[config.mk]
export PLATFORM = sky130hd
export DESIGN_NAME = inst_fetch_flat
export DESIGN_NICKNAME = d
export VERILOG_FILES = /design/src/rtl/inst_fetch_pkg.sv /design/src/rtl/inst_fetch_if.sv /design/src/rtl/inst_fetch.sv /design/src/flat_wrapper.sv
export SDC_FILE = /design/constraint.sdc
export NUM_CORES = 1
export LEC_CHECK = 0
export BUFFER_PORTS_ARGS = -buffer_cell sky130_fd_sc_hd__clkbuf_2
export CAP_MARGIN = 20
export CORE_MARGIN = 4
export CORE_UTILIZATION = 44
export CTS_BUF_LIST = sky130_fd_sc_hd__clkbuf_2 sky130_fd_sc_hd__clkbuf_4 sky130_fd_sc_hd__clkbuf_8
export CTS_CLUSTER_SIZE = 30
export DETAILED_ROUTE_END_ITERATION = 7
export PLACE_DENSITY = 0.71
export SLEW_MARGIN = 15
export SYNTH_ARGS = -nofsm -noshare
export SYNTH_HDL_FRONTEND = slang
export SYNTH_SLANG_ARGS = --single-unit
[constraint.sdc]
create_clock -name clk -period 2.4 [get_ports clk]
set_input_delay 0.48 -clock clk [delete_from_list [all_inputs] [get_ports clk]]
set_output_delay 0.48 -clock clk [all_outputs]
set_load 0.01 [all_outputs]
[src/rtl/inst_fetch_pkg.sv]
// inst_fetch_pkg: shared widths, bubble encoding and fetch FSM states
package inst_fetch_pkg;
  localparam int XLEN = 32;
  localparam int INST_BYTES = 4;
  localparam logic [XLEN-1:0] NOP_INST_DEF = '0;
  typedef enum logic [1:0] {FETCH, HOLD, DROP} state_t;
endpackage

[src/rtl/inst_fetch_if.sv]
// ifid_inf: IF/ID pipeline register contents handed from fetch to decode
interface ifid_inf;
  import inst_fetch_pkg::*;
  logic [XLEN-1:0] inst;
  logic [XLEN-1:0] pc_addr;
  modport out (output inst, pc_addr);
  modport in (input inst, pc_addr);
endinterface

[src/rtl/inst_fetch.sv]
// inst_fetch: PC owner issuing single-outstanding imem requests into IF/ID
module inst_fetch
  import inst_fetch_pkg::*;
#(
  parameter logic [XLEN-1:0] RESET_PC = '0,
  parameter logic [XLEN-1:0] NOP_INST = NOP_INST_DEF
) (
  input  logic            clk,
  input  logic            rst,
  input  logic            stall,
  input  logic            redirect,
  input  logic [XLEN-1:0] redirect_pc,
  output logic            imem_req,
  output logic [XLEN-1:0] imem_addr,
  input  logic            imem_ack,
  input  logic [XLEN-1:0] imem_rdata,
  ifid_inf.out            to_ifid
);
  state_t state, state_n;
  logic [XLEN-1:0] fetch_pc, fetch_pc_n, rpc_q, rpc_n, buf_inst, buf_inst_n, buf_pc, buf_pc_n;
  logic [XLEN-1:0] inst_n, pc_addr_n, target, pc_inc;
  logic buf_valid, buf_valid_n;
  assign target = redirect_pc & ~XLEN'(3);
  assign pc_inc = fetch_pc + XLEN'(INST_BYTES);
  assign imem_req = !rst && state != HOLD;
  assign imem_addr = fetch_pc;
  always_comb begin
    state_n = state;
    fetch_pc_n = fetch_pc;
    rpc_n = rpc_q;
    buf_inst_n = buf_inst;
    buf_pc_n = buf_pc;
    buf_valid_n = buf_valid;
    inst_n = to_ifid.inst;
    pc_addr_n = to_ifid.pc_addr;
    case (state)
      FETCH:
        if (redirect) begin
          inst_n = NOP_INST;
          fetch_pc_n = imem_ack ? target : fetch_pc;
          rpc_n = imem_ack ? rpc_q : target;
          state_n = imem_ack ? FETCH : DROP;
        end else if (imem_ack) begin
          fetch_pc_n = pc_inc;
          inst_n = stall ? to_ifid.inst : imem_rdata;
          pc_addr_n = stall ? to_ifid.pc_addr : fetch_pc;
          buf_inst_n = stall ? imem_rdata : buf_inst;
          buf_pc_n = stall ? fetch_pc : buf_pc;
          buf_valid_n = stall;
          state_n = stall ? HOLD : FETCH;
        end else begin
          inst_n = stall ? to_ifid.inst : NOP_INST;
        end
      HOLD:
        if (redirect) begin
          inst_n = NOP_INST;
          buf_valid_n = 1'b0;
          fetch_pc_n = target;
          state_n = FETCH;
        end else if (!stall) begin
          inst_n = buf_valid ? buf_inst : NOP_INST;
          pc_addr_n = buf_valid ? buf_pc : to_ifid.pc_addr;
          buf_valid_n = 1'b0;
          state_n = FETCH;
        end
      DROP: begin
        inst_n = NOP_INST;
        rpc_n = redirect ? target : rpc_q;
        fetch_pc_n = (!redirect && imem_ack) ? rpc_q : fetch_pc;
        state_n = (!redirect && imem_ack) ? FETCH : DROP;
      end
      default: state_n = FETCH;
    endcase
  end
  always_ff @(posedge clk)
    if (rst) begin
      state <= FETCH;
      fetch_pc <= RESET_PC;
      rpc_q <= RESET_PC;
      buf_inst <= NOP_INST;
      buf_pc <= '0;
      buf_valid <= 1'b0;
      to_ifid.inst <= NOP_INST;
      to_ifid.pc_addr <= '0;
    end else begin
      state <= state_n;
      fetch_pc <= fetch_pc_n;
      rpc_q <= rpc_n;
      buf_inst <= buf_inst_n;
      buf_pc <= buf_pc_n;
      buf_valid <= buf_valid_n;
      to_ifid.inst <= inst_n;
      to_ifid.pc_addr <= pc_addr_n;
    end
endmodule

[src/flat_wrapper.sv]
// flat-port wrapper written by rule: the top's interface ports become plain ports
module inst_fetch_flat import inst_fetch_pkg::*;
#(
  parameter logic [XLEN-1:0] RESET_PC = '0,
  parameter logic [XLEN-1:0] NOP_INST = NOP_INST_DEF
)
  (clk, rst, stall, redirect, redirect_pc, imem_req, imem_addr, imem_ack, imem_rdata, to_ifid_inst, to_ifid_pc_addr);
  ifid_inf to_ifid_i ();
  input  logic clk;
  input  logic rst;
  input  logic stall;
  input  logic redirect;
  input  logic [XLEN-1:0] redirect_pc;
  output logic imem_req;
  output logic [XLEN-1:0] imem_addr;
  input  logic imem_ack;
  input  logic [XLEN-1:0] imem_rdata;
  output wire logic [$bits(to_ifid_i.inst)-1:0] to_ifid_inst;
  output wire logic [$bits(to_ifid_i.pc_addr)-1:0] to_ifid_pc_addr;
  assign to_ifid_inst = to_ifid_i.inst;
  assign to_ifid_pc_addr = to_ifid_i.pc_addr;
  inst_fetch #(.RESET_PC(RESET_PC), .NOP_INST(NOP_INST)) u_core (.clk(clk), .rst(rst), .stall(stall), .redirect(redirect), .redirect_pc(redirect_pc), .imem_req(imem_req), .imem_addr(imem_addr), .imem_ack(imem_ack), .imem_rdata(imem_rdata), .to_ifid(to_ifid_i));
endmodule
# ---- After elaboration in Yosys (flattened, before gate mapping)
# Index checks and enable logic that the tools add are counted.
dict set report totals {
  output_inout_bits 97
  register_bits 195
  wordCells 79
  memories 0
  ram_bits 0
  latchBits 0
  inputBits 69
  rom_bits 0
}
dict set report op_classes {
  addsub 1
  n_reduce_logical 15
  n_mux 37
  order_cmp 0
  div_mod_pow 0
  eq_ne 17
  mul 0
  n_shift 0
  bitwise_logic 1
}
# operator n
set op_table {}
lappend op_table {{32-bit two-way mux} 20}
lappend op_table {{32-bit case mux with 3 select lines} 2}
lappend op_table {{32-bit case mux with 2 select lines} 2}
lappend op_table {{32-bit by 3-bit adder with 32-bit output, second input constant} 1}
lappend op_table {{2-bit inequality test, second input constant} 9}
lappend op_table {{4-bit AND reduction} 4}
lappend op_table {{2-bit two-way mux} 6}
lappend op_table {{3-bit inequality test, second input constant} 3}
lappend op_table {{7-bit AND reduction} 1}
lappend op_table {{2-bit by 1-bit inequality test with 1-bit output, second input constant} 3}
lappend op_table {{2-bit case mux with 3 select lines} 1}
lappend op_table {{1-bit two-way mux} 5}
lappend op_table {{2-bit nonzero test} 2}
lappend op_table {{3-bit AND reduction} 1}
lappend op_table {{3-bit nonzero test} 1}
lappend op_table {{2-bit by 1-bit equality test with 1-bit output, second input constant} 1}
lappend op_table {{2-bit equality test, second input constant} 1}
lappend op_table {{1-bit logical AND} 2}
lappend op_table {{1-bit logical NOT} 2}
lappend op_table {{2-bit logical NOT} 1}
lappend op_table {{1-bit case mux with 2 select lines} 1}
lappend op_table {{2-bit AND reduction} 1}
lappend op_table {{1-bit inverter} 1}

# ---- Longest topological paths before layout
dict set report logic_depth {
  depth_word 4
  mapped_depth 9
  mapped_depth_nobuf 7
}

# ---- Least setup slack after synthesis
# OpenSTA, ideal clock, no wires.
dict set report synth_path {
  kind {flip-flop to flip-flop}
  start {register u_core.state[0]}
  end {register u_core.fetch_pc[22] (netlist: u_core.imem_addr[22])}
  setup_time_ns 0.119
  synth_period_minus_slack_ns 2.095
  required_time_ns 2.281
  setup_slack_ns 0.305
  t_arrival_ns 1.976
  stages_incl_launch_ff 9
  n_path_buf 3
  path_cell_list {dfxtp_1 > inv_1 > ha_1 > buf_6 > o21ba_2 > a2111o_1 > buf_2 > buf_2 > o221a_2}
}
dict set report synth_via {
  elab_chain_len 3
  word_cells_on_any_way 9
  classes_between {eq/ne (5); mux (1); reduce/logical (3)}
}
# element line
set synth_rtl {}
lappend synth_rtl {{start, declared} inst_fetch.sv:19} ;# state_t state, state_n;
lappend synth_rtl {{start signal, assigned} inst_fetch.sv:86} ;# state <= state_n;
lappend synth_rtl {{2-bit equality test (tied with other cells)} inst_fetch.sv:36} ;# case (state)
lappend synth_rtl {{2-bit by 1-bit inequality test with 1-bit output (no line) (tied with other cells)} n/a}
lappend synth_rtl {{4-bit AND reduction (no line)} n/a}
lappend synth_rtl {{end signal, assigned} inst_fetch.sv:87} ;# fetch_pc <= fetch_pc_n;
lappend synth_rtl {{end, declared} inst_fetch.sv:20} ;# logic [XLEN-1:0] fetch_pc, fetch_pc_n, rpc_q, rpc_n, buf_inst, buf_inst_n, buf_pc, buf_pc_n;
# Parallel ways exist; a longest one is shown, timed or not.
# A chain may end at the register's enable or synchronous reset.

# ---- Worst setup path after layout
dict set report layout_path {
  start {register u_core.state[1]}
  end {output imem_req}
}
dict set report layout_via {
  elab_chain_len 2
}
# element line
set layout_rtl {}
lappend layout_rtl {{2-bit by 1-bit inequality test with 1-bit output} inst_fetch.sv:25} ;# assign imem_req = !rst && state != HOLD;
lappend layout_rtl {{1-bit logical AND} inst_fetch.sv:25}
lappend layout_rtl {{end, declared} flat_wrapper.sv:14} ;# output logic imem_req;
# Every way passes these cells.

==> results.sh <==
export IMPL_initialDrtViolationCount=583
export IMPL_fin_util_pct=53.2
export IMPL_post_synthesis_sequential_element_count=187
export IMPL_crit_path_slowest_cell="dfxtp_1"
export IMPL_rsz0062_at_grt="no"
export IMPL_worst_pin_slew_ps=651
export IMPL_antenna_found_initial=0
export IMPL_io_buffers=159
export IMPL_drt_drc_violations_left=0
export IMPL_pin_count=166
export IMPL_clkTransAtPathRegs_ps=100
export IMPL_crit_path_start_kind="register"
export IMPL_max_vdd_ir_drop_mv=0.347
export IMPL_crit_fanout=38
export IMPL_outcome="completed"
export IMPL_n_fill_cell=1774
export IMPL_cts_tree="yes"
export IMPL_multi_input_comb_area_mm2=0.00426
export IMPL_synthesis_instances=1035
export IMPL_cts_hold_repair_buffers=0
export IMPL_ys_flop_type="dfxtp_1"
export IMPL_syn_cell_area_mm2=0.00842
export IMPL_hpwl_after_dpl_mm=16.3
export IMPL_dr_wl_met3_mm=1.57
export IMPL_die_footprint_mm2=0.0214
export IMPL_critical_path_required_ps=1920
export IMPL_cts_buffers=17
export IMPL_cts_max_path_buffers=2
export IMPL_number_of_enable_type_register_cells_in_the_synthesized_netlist=0
export IMPL_floorplan_core_area_mm2=0.0188
export IMPL_netlist_top_cells_area="dfxtp_1 (44%), nand2_1 (9.3%), a21oi_1 (7.6%)"
export IMPL_antenna_cells=0
export IMPL_min_cycle_time_layout_ps=2290
export IMPL_die_w_um=146
export IMPL_crit_type="register to output pin"
export IMPL_p_leak_nw=3.76
export IMPL_insertion_delay_ps=460
export IMPL_fin_nets=1239
export IMPL_timing_critical_path_cells="inv_1 > ha_2 > buf_12 > nor2_1 > clkbuf_2"
export IMPL_fraction_of_layout_cells_with_a_size_suffix_above_1_pct=21.2
export IMPL_die_height_um=146
export IMPL_max_slew_violations=0
export IMPL_finalHoldViolations=0
export IMPL_postSynthAreaPerCell_um2=8.13
export IMPL_cp_arrival_ps=1810
export IMPL_first_global_vias=7150
export IMPL_fraction_of_registers_with_async_set_reset_pct=0
export IMPL_worst_clock_skew_ps=12.8
export IMPL_top_layer_used="met4"
export IMPL_routabilityCongestion=0.874
export IMPL_cts_root_buffer_cell="clkbuf_8"
export IMPL_fin_total_pwr_mw=6.74
export IMPL_detailedRoute_firstPassIterationCount=6
export IMPL_preCtsSetupSlack_ps=151
export IMPL_setup_violations_final=0
export IMPL_wire_length_per_cell_um=16.6
export IMPL_routed_via_count_divided_by_cell_count=5.56
export IMPL_finalWorstSetupSlack_ps=111
export IMPL_power_density_mw_per_mm2=675
export IMPL_worst_slack_on_hold_paths_ps=237
export IMPL_synth_warning_count=0
export IMPL_wl_met2_mm=10.5
export IMPL_placementRows=50
export IMPL_max_clock_freq_mhz=437
export IMPL_synth_largest_type_area_fraction_pct=44.5
export IMPL_reg_to_reg_setup_timing_slack_ps=140
export IMPL_wire_length_of_the_first_global_routing_pass_mm=37.9
export IMPL_maxCapViolCount=0
export IMPL_slowest_delay_ps=340
export IMPL_wl_met1_mm=10.8
export IMPL_postRouteAntennaNets=0
export IMPL_clock_sink_count=187
export IMPL_cts_htree_levels=4
export IMPL_num_vias=7845
export IMPL_synth_seq_area_share_pct=44.5
export IMPL_slew_limit_headroom_pct=56.6
export IMPL_crit_path_end_kind="output pin"
export IMPL_post_cts_repair_setup_buffers=0
export IMPL_synth_top_area_cell="dfxtp_1"
export IMPL_yosysUniqueCellTypes=58
export IMPL_initial_core_util_pct=44.8
export IMPL_maximum_number_of_pins_on_one_net_before_global_route_repair=65
export IMPL_area_growth_pct=18.6
export IMPL_final_period_utilization_pct=95.4
export IMPL_grt_resource_usage_total_pct=21.5
export IMPL_grt_overflow_total=0
export IMPL_sequential_area_mm2=0.00374
export IMPL_fin_setup_tns_ps=0
export IMPL_detail_route_wirelength_mm=23.4
export IMPL_hold_path_class="primary input to register"
## per-layer routing
layer	global-route usage [%]	up-vias
met5	0	-
met4	7.15	0
met3	4.47	39
met2	32.8	277
met1	30.4	3572
li1	-	3957
## critical path: cells and delay by family, from the launching register on
| kind | cells | cell delay, ps |
|---|---|---|
| buffers and inverters | 3 | 580 |
| adder cells (fa/ha/maj) | 1 | 300 |
| flip-flops | 1 | 340 |
| AND/OR/NAND/NOR | 1 | 90 |
## cells by family (layout without fill, tap and decap cells)
kind of cell             after synthesis  in the layout  synth area share [%]
AND/OR/NAND/NOR                      371            371                  19.0
AO/OA/AOI/OAI                        325            325                  25.4
flip-flops                           187            187                  44.5
buffers and inverters                105            245                  5.52
multiplexers                          34             34                  4.09
XOR/XNOR                               7              7                 0.729
adder cells (fa/ha/maj)                5              5                 0.743
other                                  1              4                0.0446
## sequential cells by signal (all words and copies together) (netlist names)
register                cells
u_core.rpc_q               30
u_core.imem_addr           30
u_core.to_ifid.inst        32
u_core.buf_inst            32
u_core.state                2
u_core.buf_pc              30
u_core.to_ifid.pc_addr     30
u_core.buf_valid            1
## Yosys cell counts, types with 4 or more instances
cell,count
a211oi_1,67
nor2b_1,4
a221oi_1,4
o21ai_0,23
nor3_1,9
buf_2,31
a221o_1,6
a22o_1,9
inv_1,9
nand3_1,14
buf_4,6
a21oi_1,127
dfxtp_1,187
and3_1,13
ha_1,5
xor2_1,4
a22oi_1,47
nor2_1,87
a21o_1,6
o211ai_1,4
nand4_1,17
clkbuf_1,54
a31oi_1,4
mux2i_1,33
nand2_1,208
o31ai_1,4
or4_1,4
## cell type report
cell class / instances / share of cell area [%]
well taps: 234 / 2.93
clock inverters: 12 / 1.40
flip-flops and latches: 187 / 37.5
inverters: 9 / 0.338
multi-input cells: 746 / 42.7
repair buffers: 204 / 12.5
clock buffers: 20 / 2.57
## power by group
| part | internal, mW | leakage (nW) | switching (mW) | total (mW) |
|---|---|---|---|---|
| clock | 0.972 | 0.195 | 1.14 | 2.11 |
| combinational | 0.483 | 2.04 | 0.721 | 1.20 |
| sequential | 3.28 | 1.53 | 0.149 | 3.43 |
| total | 4.73 | 3.76 | 2.01 | 6.74 |
## final timing paths
kind | start | end | cells past startpoint
max | u_core.state[1] | imem_req | 5
min | imem_rdata[0] | u_core.buf_inst[0] | 3
max reg2reg | u_core.state[1] | u_core.imem_addr[12] | 7
min reg2reg | u_core.buf_pc[2] | u_core.buf_pc[2] | 2
## through the flow
| step | instances | area (um^2) |
|---|---|---|
| finish | 1412 | 9980 |
| detailed placement | 1380 | 9570 |
| floorplan | 1038 | 8430 |
| CTS | 1412 | 9980 |
| global placement | 1380 | 9570 |
| global route | 1412 | 9980 |
## cell usage in the layout (no fill, tap or decap), types with 9 or more instances in the layout
| master | instances |
|---|---|
| nand3_1 | 13 |
| and3_1 | 12 |
| a211oi_1 | 67 |
| a22o_1 | 9 |
| mux2i_1 | 33 |
| buf_4 | 36 |
| a21oi_1 | 127 |
| inv_1 | 9 |
| nand2_1 | 208 |
| nor2_1 | 87 |
| buf_12 | 9 |
| clkbuf_8 | 17 |
| clkbuf_2 | 158 |
| nand4_1 | 17 |
| dfxtp_1 | 187 |
| nor3_1 | 9 |
| o21ai_0 | 22 |
| a22oi_1 | 47 |
## repair_timing
action	in CTS	in global routing
cloned	0	0
pin swaps	0	1
endpoints found under the setup margin	1	2
gates resized for setup	2	1
Note: power is estimated with default switching activity, not from simulation.
